$ cat src/rtl/mem_ctrl.sv
// Byte-serial memory controller: arbitrates I-cache line fills and LSB loads/stores
// onto a byte-wide RAM/IO bus and returns results with one-cycle done pulses.
module mem_ctrl #(
    parameter int         LINE_BYTES = 64,
    parameter logic [1:0] IO_MASK_HI = 2'b11
) (
    input  logic                    clk,
    input  logic                    rst,
    input  logic                    rdy,
    input  logic                    rollback,
    input  logic [7:0]              mem_din,
    output logic [7:0]              mem_dout,
    output logic [31:0]             mem_a,
    output logic                    mem_wr,
    input  logic                    io_buffer_full,
    input  logic                    if_en,
    input  logic [31:0]             if_pc,
    output logic                    if_done,
    output logic [8*LINE_BYTES-1:0] if_data,
    input  logic                    lsb_en,
    input  logic                    lsb_wr,
    input  logic [31:0]             lsb_addr,
    input  logic [1:0]              lsb_size,
    input  logic [31:0]             lsb_wdata,
    output logic                    lsb_done,
    output logic [31:0]             lsb_rdata,
    output logic [1:0]              dbg_state
);

    localparam int CW = ($clog2(LINE_BYTES) < 2) ? 2 : $clog2(LINE_BYTES);

    typedef enum logic [1:0] {
        IDLE  = 2'd0,
        IF_RD = 2'd1,
        LS_RD = 2'd2,
        LS_WR = 2'd3
    } state_t;

    // Handshake: a client holds its enable level until its done pulse (or rollback
    // for reads); a request is taken only in IDLE while both done outputs are low.

    state_t                  state_q, state_d;
    logic [CW-1:0]           cnt_q, cnt_d, last_q, last_d, cnt_inc;
    logic [31:0]             base_q, base_d, wdata_q, wdata_d, next_addr;
    logic [8*LINE_BYTES-1:0] line_q, line_d, line_fill, if_data_d;
    logic [31:0]             word_q, word_d, word_fill, lsb_rdata_d;
    logic [31:0]             mem_a_d;
    logic [7:0]              mem_dout_d;
    logic                    wr_q, wr_d, if_done_d, lsb_done_d, stall;

    function automatic logic [CW-1:0] size_last(input logic [1:0] sz);
        case (sz)
            2'd0:    return '0;
            2'd1:    return CW'(1);
            default: return CW'(3);
        endcase
    endfunction

    assign cnt_inc   = cnt_q + CW'(1);
    assign next_addr = base_q + 32'(cnt_inc);
    assign stall     = (state_q == LS_WR) && io_buffer_full && (base_q[17:16] == IO_MASK_HI);
    // The write strobe drops in the very cycle the IO buffer reports full.
    assign mem_wr    = wr_q & ~(rdy & stall);
    assign dbg_state = state_q;

    always_comb begin
        state_d     = state_q;
        cnt_d       = cnt_q;
        last_d      = last_q;
        base_d      = base_q;
        wdata_d     = wdata_q;
        line_d      = line_q;
        word_d      = word_q;
        mem_a_d     = mem_a;
        mem_dout_d  = mem_dout;
        wr_d        = wr_q;
        if_done_d   = 1'b0;
        lsb_done_d  = 1'b0;
        if_data_d   = if_data;
        lsb_rdata_d = lsb_rdata;
        line_fill   = line_q;
        line_fill[{cnt_q, 3'b000} +: 8] = mem_din;
        word_fill   = word_q;
        word_fill[{cnt_q[1:0], 3'b000} +: 8] = mem_din;

        case (state_q)
            IDLE: begin
                if (!if_done && !lsb_done) begin
                    if (lsb_en && lsb_wr) begin
                        state_d    = LS_WR;
                        base_d     = lsb_addr;
                        wdata_d    = lsb_wdata;
                        last_d     = size_last(lsb_size);
                        cnt_d      = '0;
                        mem_a_d    = lsb_addr;
                        mem_dout_d = lsb_wdata[7:0];
                        wr_d       = 1'b1;
                    end else if (lsb_en && !rollback) begin
                        state_d = LS_RD;
                        base_d  = lsb_addr;
                        last_d  = size_last(lsb_size);
                        cnt_d   = '0;
                        word_d  = '0;
                        mem_a_d = lsb_addr;
                        wr_d    = 1'b0;
                    end else if (if_en && !rollback) begin
                        state_d = IF_RD;
                        base_d  = if_pc;
                        last_d  = CW'(LINE_BYTES - 1);
                        cnt_d   = '0;
                        mem_a_d = if_pc;
                        wr_d    = 1'b0;
                    end
                end
            end
            IF_RD, LS_RD: begin
                if (rollback) begin
                    state_d = IDLE;
                    mem_a_d = '0;
                end else begin
                    if (state_q == IF_RD) begin
                        line_d = line_fill;
                    end else begin
                        word_d = word_fill;
                    end
                    if (cnt_q == last_q) begin
                        state_d = IDLE;
                        mem_a_d = '0;
                        if (state_q == IF_RD) begin
                            if_done_d = 1'b1;
                            if_data_d = line_fill;
                        end else begin
                            lsb_done_d  = 1'b1;
                            lsb_rdata_d = word_fill;
                        end
                    end else begin
                        cnt_d   = cnt_inc;
                        mem_a_d = next_addr;
                    end
                end
            end
            LS_WR: begin
                // Rollback is ignored here: a store reaching memory is already committed.
                if (!stall) begin
                    if (cnt_q == last_q) begin
                        state_d    = IDLE;
                        wr_d       = 1'b0;
                        lsb_done_d = 1'b1;
                        mem_a_d    = '0;
                    end else begin
                        cnt_d      = cnt_inc;
                        mem_a_d    = next_addr;
                        mem_dout_d = wdata_q[{cnt_inc[1:0], 3'b000} +: 8];
                    end
                end
            end
            default: state_d = IDLE;
        endcase
    end

    always_ff @(posedge clk) begin
        if (rst) begin
            state_q   <= IDLE;
            cnt_q     <= '0;
            last_q    <= '0;
            base_q    <= '0;
            wdata_q   <= '0;
            line_q    <= '0;
            word_q    <= '0;
            mem_a     <= '0;
            mem_dout  <= '0;
            wr_q      <= 1'b0;
            if_done   <= 1'b0;
            lsb_done  <= 1'b0;
            if_data   <= '0;
            lsb_rdata <= '0;
        end else if (rdy) begin
            state_q   <= state_d;
            cnt_q     <= cnt_d;
            last_q    <= last_d;
            base_q    <= base_d;
            wdata_q   <= wdata_d;
            line_q    <= line_d;
            word_q    <= word_d;
            mem_a     <= mem_a_d;
            mem_dout  <= mem_dout_d;
            wr_q      <= wr_d;
            if_done   <= if_done_d;
            lsb_done  <= lsb_done_d;
            if_data   <= if_data_d;
            lsb_rdata <= lsb_rdata_d;
        end
    end

endmodule

$ cat config.mk
export PLATFORM = sky130hd
export DESIGN_NAME = mem_ctrl
export DESIGN_NICKNAME = d
export VERILOG_FILES = /design/src/rtl/mem_ctrl.sv
export SDC_FILE = /design/constraint.sdc
export NUM_CORES = 2
export LEC_CHECK = 0
export BUFFER_PORTS_ARGS = -buffer_cell sky130_fd_sc_hd__buf_2
export CAP_MARGIN = 20
export CORE_MARGIN = 1.5
export CORE_UTILIZATION = 57
export DETAILED_ROUTE_END_ITERATION = 16
export HOLD_SLACK_MARGIN = 0.1
export PLACE_DENSITY = 0.8
export SYNTH_ARGS = -nofsm -noshare
export SYNTH_HDL_FRONTEND = slang
export SYNTH_SLANG_ARGS = --single-unit
export TNS_END_PERCENT = 10
$ cat constraint.sdc
create_clock -name clk -period 3.93 [get_ports clk]
set_clock_uncertainty 0.1 [all_clocks]
set_input_delay 0 -clock clk [delete_from_list [all_inputs] [get_ports clk]]
set_output_delay 0 -clock clk [all_outputs]
set_load 0.05 [all_outputs]
# [Word level (Yosys, flattened, before mapping)]
# Index checks and enable logic that the tools add are counted.
[classes] n_addsub=4 eq_ne=16 shift=5 muxes=58 n_bitwise=5 n_reduce_logical=25
[ops] op="$bwmux W512" n=1
[ops] op="$shift A8 B11 Y512 const A" n=1
[ops] op="$shiftx A8 B11 Y512" n=1
[ops] op="$mux W32" n=12
[ops] op="$pmux W32 S3" n=1
[ops] op="$pmux W32 S2" n=1
[ops] op="$mux W6" n=10
[ops] op="$add A32 B6 Y32" n=1
[ops] op="$bwmux W32" n=1
[ops] op="$mux W8" n=4
[ops] op="$shift A8 B7 Y32 const A" n=1
[ops] op="$shiftx A32 B6 Y8" n=1
[ops] op="$shiftx A8 B7 Y32" n=1
[ops] op="$pmux W6 S3" n=1
[ops] op="$ne A2 B2 Y1 const B" n=8
[ops] op="$pmux W8 S2" n=1
[ops] op="$reduce_and A4 Y1" n=4
[ops] op="$mux W1" n=15
[ops] op="$reduce_and A5 Y1" n=3
[ops] op="$mux W2" n=7
[ops] op="$reduce_and A6 Y1" n=2
[ops] op="$neg A9 Y11" n=1
[ops] op="$neg A5 Y7" n=1
[ops] op="$reduce_and A7 Y1" n=1
[ops] op="17 further kinds" n=33
[word_totals] reg_bits=1209 out_inout_bits=589 elab_cells=127

# [Longest topological paths before layout]
[depth] ltp_word=7 ltp_mapped=14 depth_no_buf=10

# [Worst setup path after synthesis]
# Ideal clock, no wire load.
[synth_path] path_kind="register to register" start="register cnt_q[0]" end="register mem_a[22]" setup_time_ps=132 arrival_ps=3402 required_time_ps=3698 setup_slack_ps=297 path_stages_with_launch=14 synth_period_minus_slack_ps=3633 path_cell_list="dfxtp_1 buf_2 buf_2 buf_1 nand3_1 nor2_1 xnor2_1 ha_1 and3_1 a221oi_1 nor4b_1 xor2_1 a221oi_1 nor3_1"
[synth_between] elab_chain_cells=5 word_cells_on_any_way=7
[synth_lines] element="start, declared" line_no="43" source="logic [CW-1:0] cnt_q, cnt_d, last_q, last_d, cnt_inc;"
[synth_lines] element="start signal, assigned" line_no="179" source="cnt_q <= cnt_d;"
[synth_lines] element="$add A6 B1 Y6" line_no="59" source="assign cnt_inc = cnt_q + CW'(1);"
[synth_lines] element="$add A32 B6 Y32" line_no="60" source="assign next_addr = base_q + 32'(cnt_inc);"
[synth_lines] element="$mux W32 (*)" line_no="126, 145"
[synth_lines] element="$mux W32 (on tied branches)" line_no="144, 117"
[synth_lines] element="$pmux W32 S3 (*)" line_no="86" source="case (state_q)"
[synth_lines] element="end signal, assigned" line_no="185" source="mem_a <= mem_a_d;"
[synth_lines] element="end, declared" line_no="13" source="output logic [31:0] mem_a,"
# Mark *: on every way between the ends. The rest lies on a longest branch, timed or not. The select of a mux whose other input is x is not followed.
# A chain may end at the register's enable or synchronous reset.

# [Worst setup path in the final report]
[layout_path] start="register cnt_q[2]" end="register mem_dout[0]"
[layout_between] elab_chain_cells=3
[layout_lines] element="$eq A6 B6 Y1" line_no="145" source="if (cnt_q == last_q) begin"
[layout_lines] element="$ne A2 B2 Y1 (no line)"
[layout_lines] element="$reduce_and A6 Y1 (no line)"
[layout_lines] element="end signal, assigned" line_no="186" source="mem_dout <= mem_dout_d;"
[layout_lines] element="end, declared" line_no="12" source="output logic [7:0] mem_dout,"
# Every way passes these cells.

==> impl_metrics.py <==
metrics = {
    "critical_path": {
        "reg2reg_depth": 9,
        "crit_required_ns": 4.41,
        "cpMaxStageDelayCell": "dlymetal6s4s_1",
        "r2r_slack_ns": 0.15,
        "rr_startpoint": "cnt_q[2]",
        "cp_top_family": "buffers and inverters",
        "critPathLaunchType": "flip-flop",
        "r2r-end": "mem_dout[0]",
        "crit_arrival_ns": 4.26,
        "cp_slowest_stage_delay_ns": 0.64,
        "crit_buf_inv": 3,
        "critical_path.max_fanout": 13,
        "cp_cell_sequence": "buf_4 > or4_4 > o22ai_4 > nand3_1 > o2111ai_2 > dlymetal6s4s_1 > mux2i_1 > nor2_1 > dlygate4sd3_1",
        "path_class": "flip-flop to flip-flop",
        "end_kind": "flip-flop",
    },
    "final_layout": {
        "drive_gt1_share_pct": 17.11,
        "synthToLayoutAreaGrowth_pct": 23.26,
        "finalNonFillerCells": 7547,
        "num-fill-cells": 6095,
        "layout.nets": 6511,
        "finalInstanceArea_um2": 57020,
        "regArea_um2": 24140,
        "multi_input_area_um2": 20350,
    },
    "power": {
        "p_sw_uw": 6460,
        "pwr-share-comb_pct": 6.9,
        "netSwitchingFraction_pct": 24.16,
        "p_per_area_nw_per_um2": 469.0,
        "p_int_uw": 20280,
        "power_uw": 26740,
        "p_leak_uw": 0.02309,
        "ir_drop_mv": 0.3993,
        "p_seq_share_pct": 46.7,
        "power_frac_clock_pct": 46.4,
    },
    "placed_design": {
        "portBuffers": 702,
        "dp_slack_ns": 0.1970,
        "dp.cells": 7099,
        "postPlaceCellArea_um2": 50480,
        "dp_hpwl_um": 105000,
        "place.gp.congestion": 0.9376,
    },
    "timing": {
        "worstMarginPinSlew_ns": 1.065,
        "relSlewSlack_pct": 28.92,
        "tns_ns": 0,
        "fin_crit_ns": 3.784,
        "fin_crit_sh_pct": 96.28,
        "fin_ws_ns": 0.1462,
        "setup_viol": 0,
        "final_hold_viol_count": 0,
        "fmax_ghz": 0.2643,
        "slew_viol_final": 0,
        "rsz0062_at_grt": "false",
    },
    "synthesis": {
        "ys_async_sr_fraction_pct": 0,
        "postSynthCellCount": 5644,
        "avgSynthCellArea_um2": 8.196,
        "ys_ff_latch": 1206,
        "synth.cell_area_um2": 46260,
        "synth_top_cell_by_area": "dfxtp_1",
        "synth_top_area_share_pct": 52.19,
        "synth_area_leaders": "dfxtp_1, nor2_1, nand2_1, a21oi_1, mux2i_1",
        "syn_nets": 5775,
        "dominantRegCellSynth": "dfxtp_1",
        "yosys_warnings": 0,
        "yosysMostFrequentCell": "dfxtp_1",
        "yosys-top-cells-count": "dfxtp_1, nor2_1, nand2_1",
        "synthDistinctLibCells": 82,
        "synth_edf_count": 0,
        "yosysSeqAreaShare_pct": 52.19,
    },
    "outcome": {
        "status": "finished, final reports clean",
    },
    "drt": {
        "route.detailed.drc": 0,
        "wire_per_inst_um": 21.86,
        "wl_um": 164900,
        "viasPerCell": 5.897,
        "drt_iter0_drc": 4536,
        "drtAntennaViolNets": 0,
        "firstDrtPassIters": 8,
        "vias": 44503,
    },
    "worst_hold_path": {
        "hold_path_end": "base_q[25]",
        "hp-class": "input pin to flip-flop",
        "holdPathStages": 4,
        "worstHoldStart": "lsb_addr[25]",
    },
    "clock_network": {
        "worst_skew_pair.late_latency_ns": 0.70,
        "root_buffer": "clkbuf_16",
        "cts_tree": "done",
        "clk_pin_slew_ns": 0.07,
        "cts_buffer_depth": 3,
        "clock-sinks": 1206,
        "h-tree-depth": 3,
        "cts-buffers-inserted": 117,
    },
    "floorplan": {
        "dieArea_um2": 82870,
        "die_w_um": 287.9,
        "initial_core_util_pct": 57.52,
        "dieHeight_um": 287.9,
        "rows": 104,
        "core_area_um2": 80420,
        "ios": 703,
    },
    "grt": {
        "grt_max_degree": 187,
        "grt_remaining_overflow": 0,
        "grt_pass1_wl_um": 245400,
        "first_global_vias": 41649,
        "antenna_found_initial": 3,
        "grt.total_usage_pct": 38.22,
    },
    "job": {
        "max_cap_viol_count": 0,
    },
}
flip-flops by register name, indices dropped and copies added, names as in the netlist:
register   count
base_q        32
cnt_q          6
dbg_state      2
if_data      512
if_done        1
last_q         3
line_q       512
lsb_done       1
lsb_rdata     32
mem_a         32
mem_dout       8
wdata_q       32
word_q        32
wr_q           1
per-stage QoR:
stage | utilization (%) | hold slack [ns]
3_5_place_dp | 62.78 | 0.1460
4_1_cts | 70.85 | 0.1018
5_1_grt | 70.90 | 0.1470
6_report | 70.90 | 0.1433
2_1_floorplan | - | 0.03596
3_3_place_gp | 62.76 | 0.1493
cells in the final DEF, fill, tap and decap left out, types with 14 or more instances in the layout:
master and n:
dfxtp_1 1205, nor2_1 1064, nand2_1 1007, buf_2 701
a21oi_1 569, nor3_1 356, mux2i_1 259, dlygate4sd3_1 219
a211oi_1 146, clkbuf_16 118, nand3_1 112, o21ai_0 100
buf_4 93, inv_1 34, clkbuf_8 30, nor2b_1 27
nand2b_1 25, o22ai_1 24, a22oi_1 23, clkbuf_1 22
xor2_1 21, a31oi_1 19, bufinv_16 19, clkinv_2 18
and2_1 16, buf_12 16, ha_1 15, and3_1 14
cell type report:
type                            instances  share of cell area (%)
Clock buffer                          170                   6.048
Inverter                               35                  0.2304
Multi-Input combinational cell       3988                   35.70
Antenna cell                            5                 0.02194
Timing Repair Buffer                 1032                   11.86
Clock inverter                         51                   1.472
Sequential cell                      1206                   42.35
Tap cell                             1060                   2.326
layer usage:
layer | GRT usage (%) | wire [um] | vias to the layer above
met5 | 0 | 0 | -
met4 | 24.63 | 12110 | 0
met3 | 8.463 | 15690 | 678
met2 | 61.28 | 74730 | 2541
met1 | 46.41 | 62420 | 20915
li1 | - | - | 20369
worst max-delay path by stage:
stage                     startpoint          end  slack [ns]  cells after the start
after global routing        cnt_q[2]  mem_dout[0]        0.06                      9
after global placement      cnt_q[0]  line_q[386]        0.28                      8
after floorplan             cnt_q[0]    mem_a[22]        0.30                     13
after detailed placement    cnt_q[0]  line_q[385]        0.20                      8
final                       cnt_q[2]  mem_dout[0]        0.15                      9
after CTS                   cnt_q[2]  mem_dout[0]        0.04                      9
what timing repair did:
| item | in CTS | in global routing |
|---|---|---|
| buffers inserted | 0 | 0 |
| hold endpoints to repair | 435 | 0 |
| setup endpoints to repair | 0 | 6 |
| gates resized for setup | 0 | 2 |
| hold buffers | 220 | 0 |
cells by family after synthesis:
logic type / Yosys count / share of synthesized area [%]
compound gates: 954 / 11.97
xor+xnor: 32 / 0.6059
fa+ha+maj: 17 / 0.4760
buf+inv: 450 / 4.049
flops: 1206 / 52.19
mux: 278 / 6.259
simple gates: 2707 / 24.45
worst min-delay path, stage by stage:
cell	delay (ns)
buf_2	0.10
mux2i_1	0.12
dlygate4sd3_1	0.60
a211oi_1	0.07
power by group through the flow:
stage / clock network [uW] / registers [uW] / logic (uW)
after floorplan: 0 / 13000 / 798
after global placement: 0 / 12700 / 1560
after detailed placement: 0 / 12700 / 1580
after CTS: 12400 / 12500 / 1760
after global routing: 12900 / 12500 / 1940
final: 12400 / 12500 / 1850
Note: power is estimated with default switching activity, not from simulation.
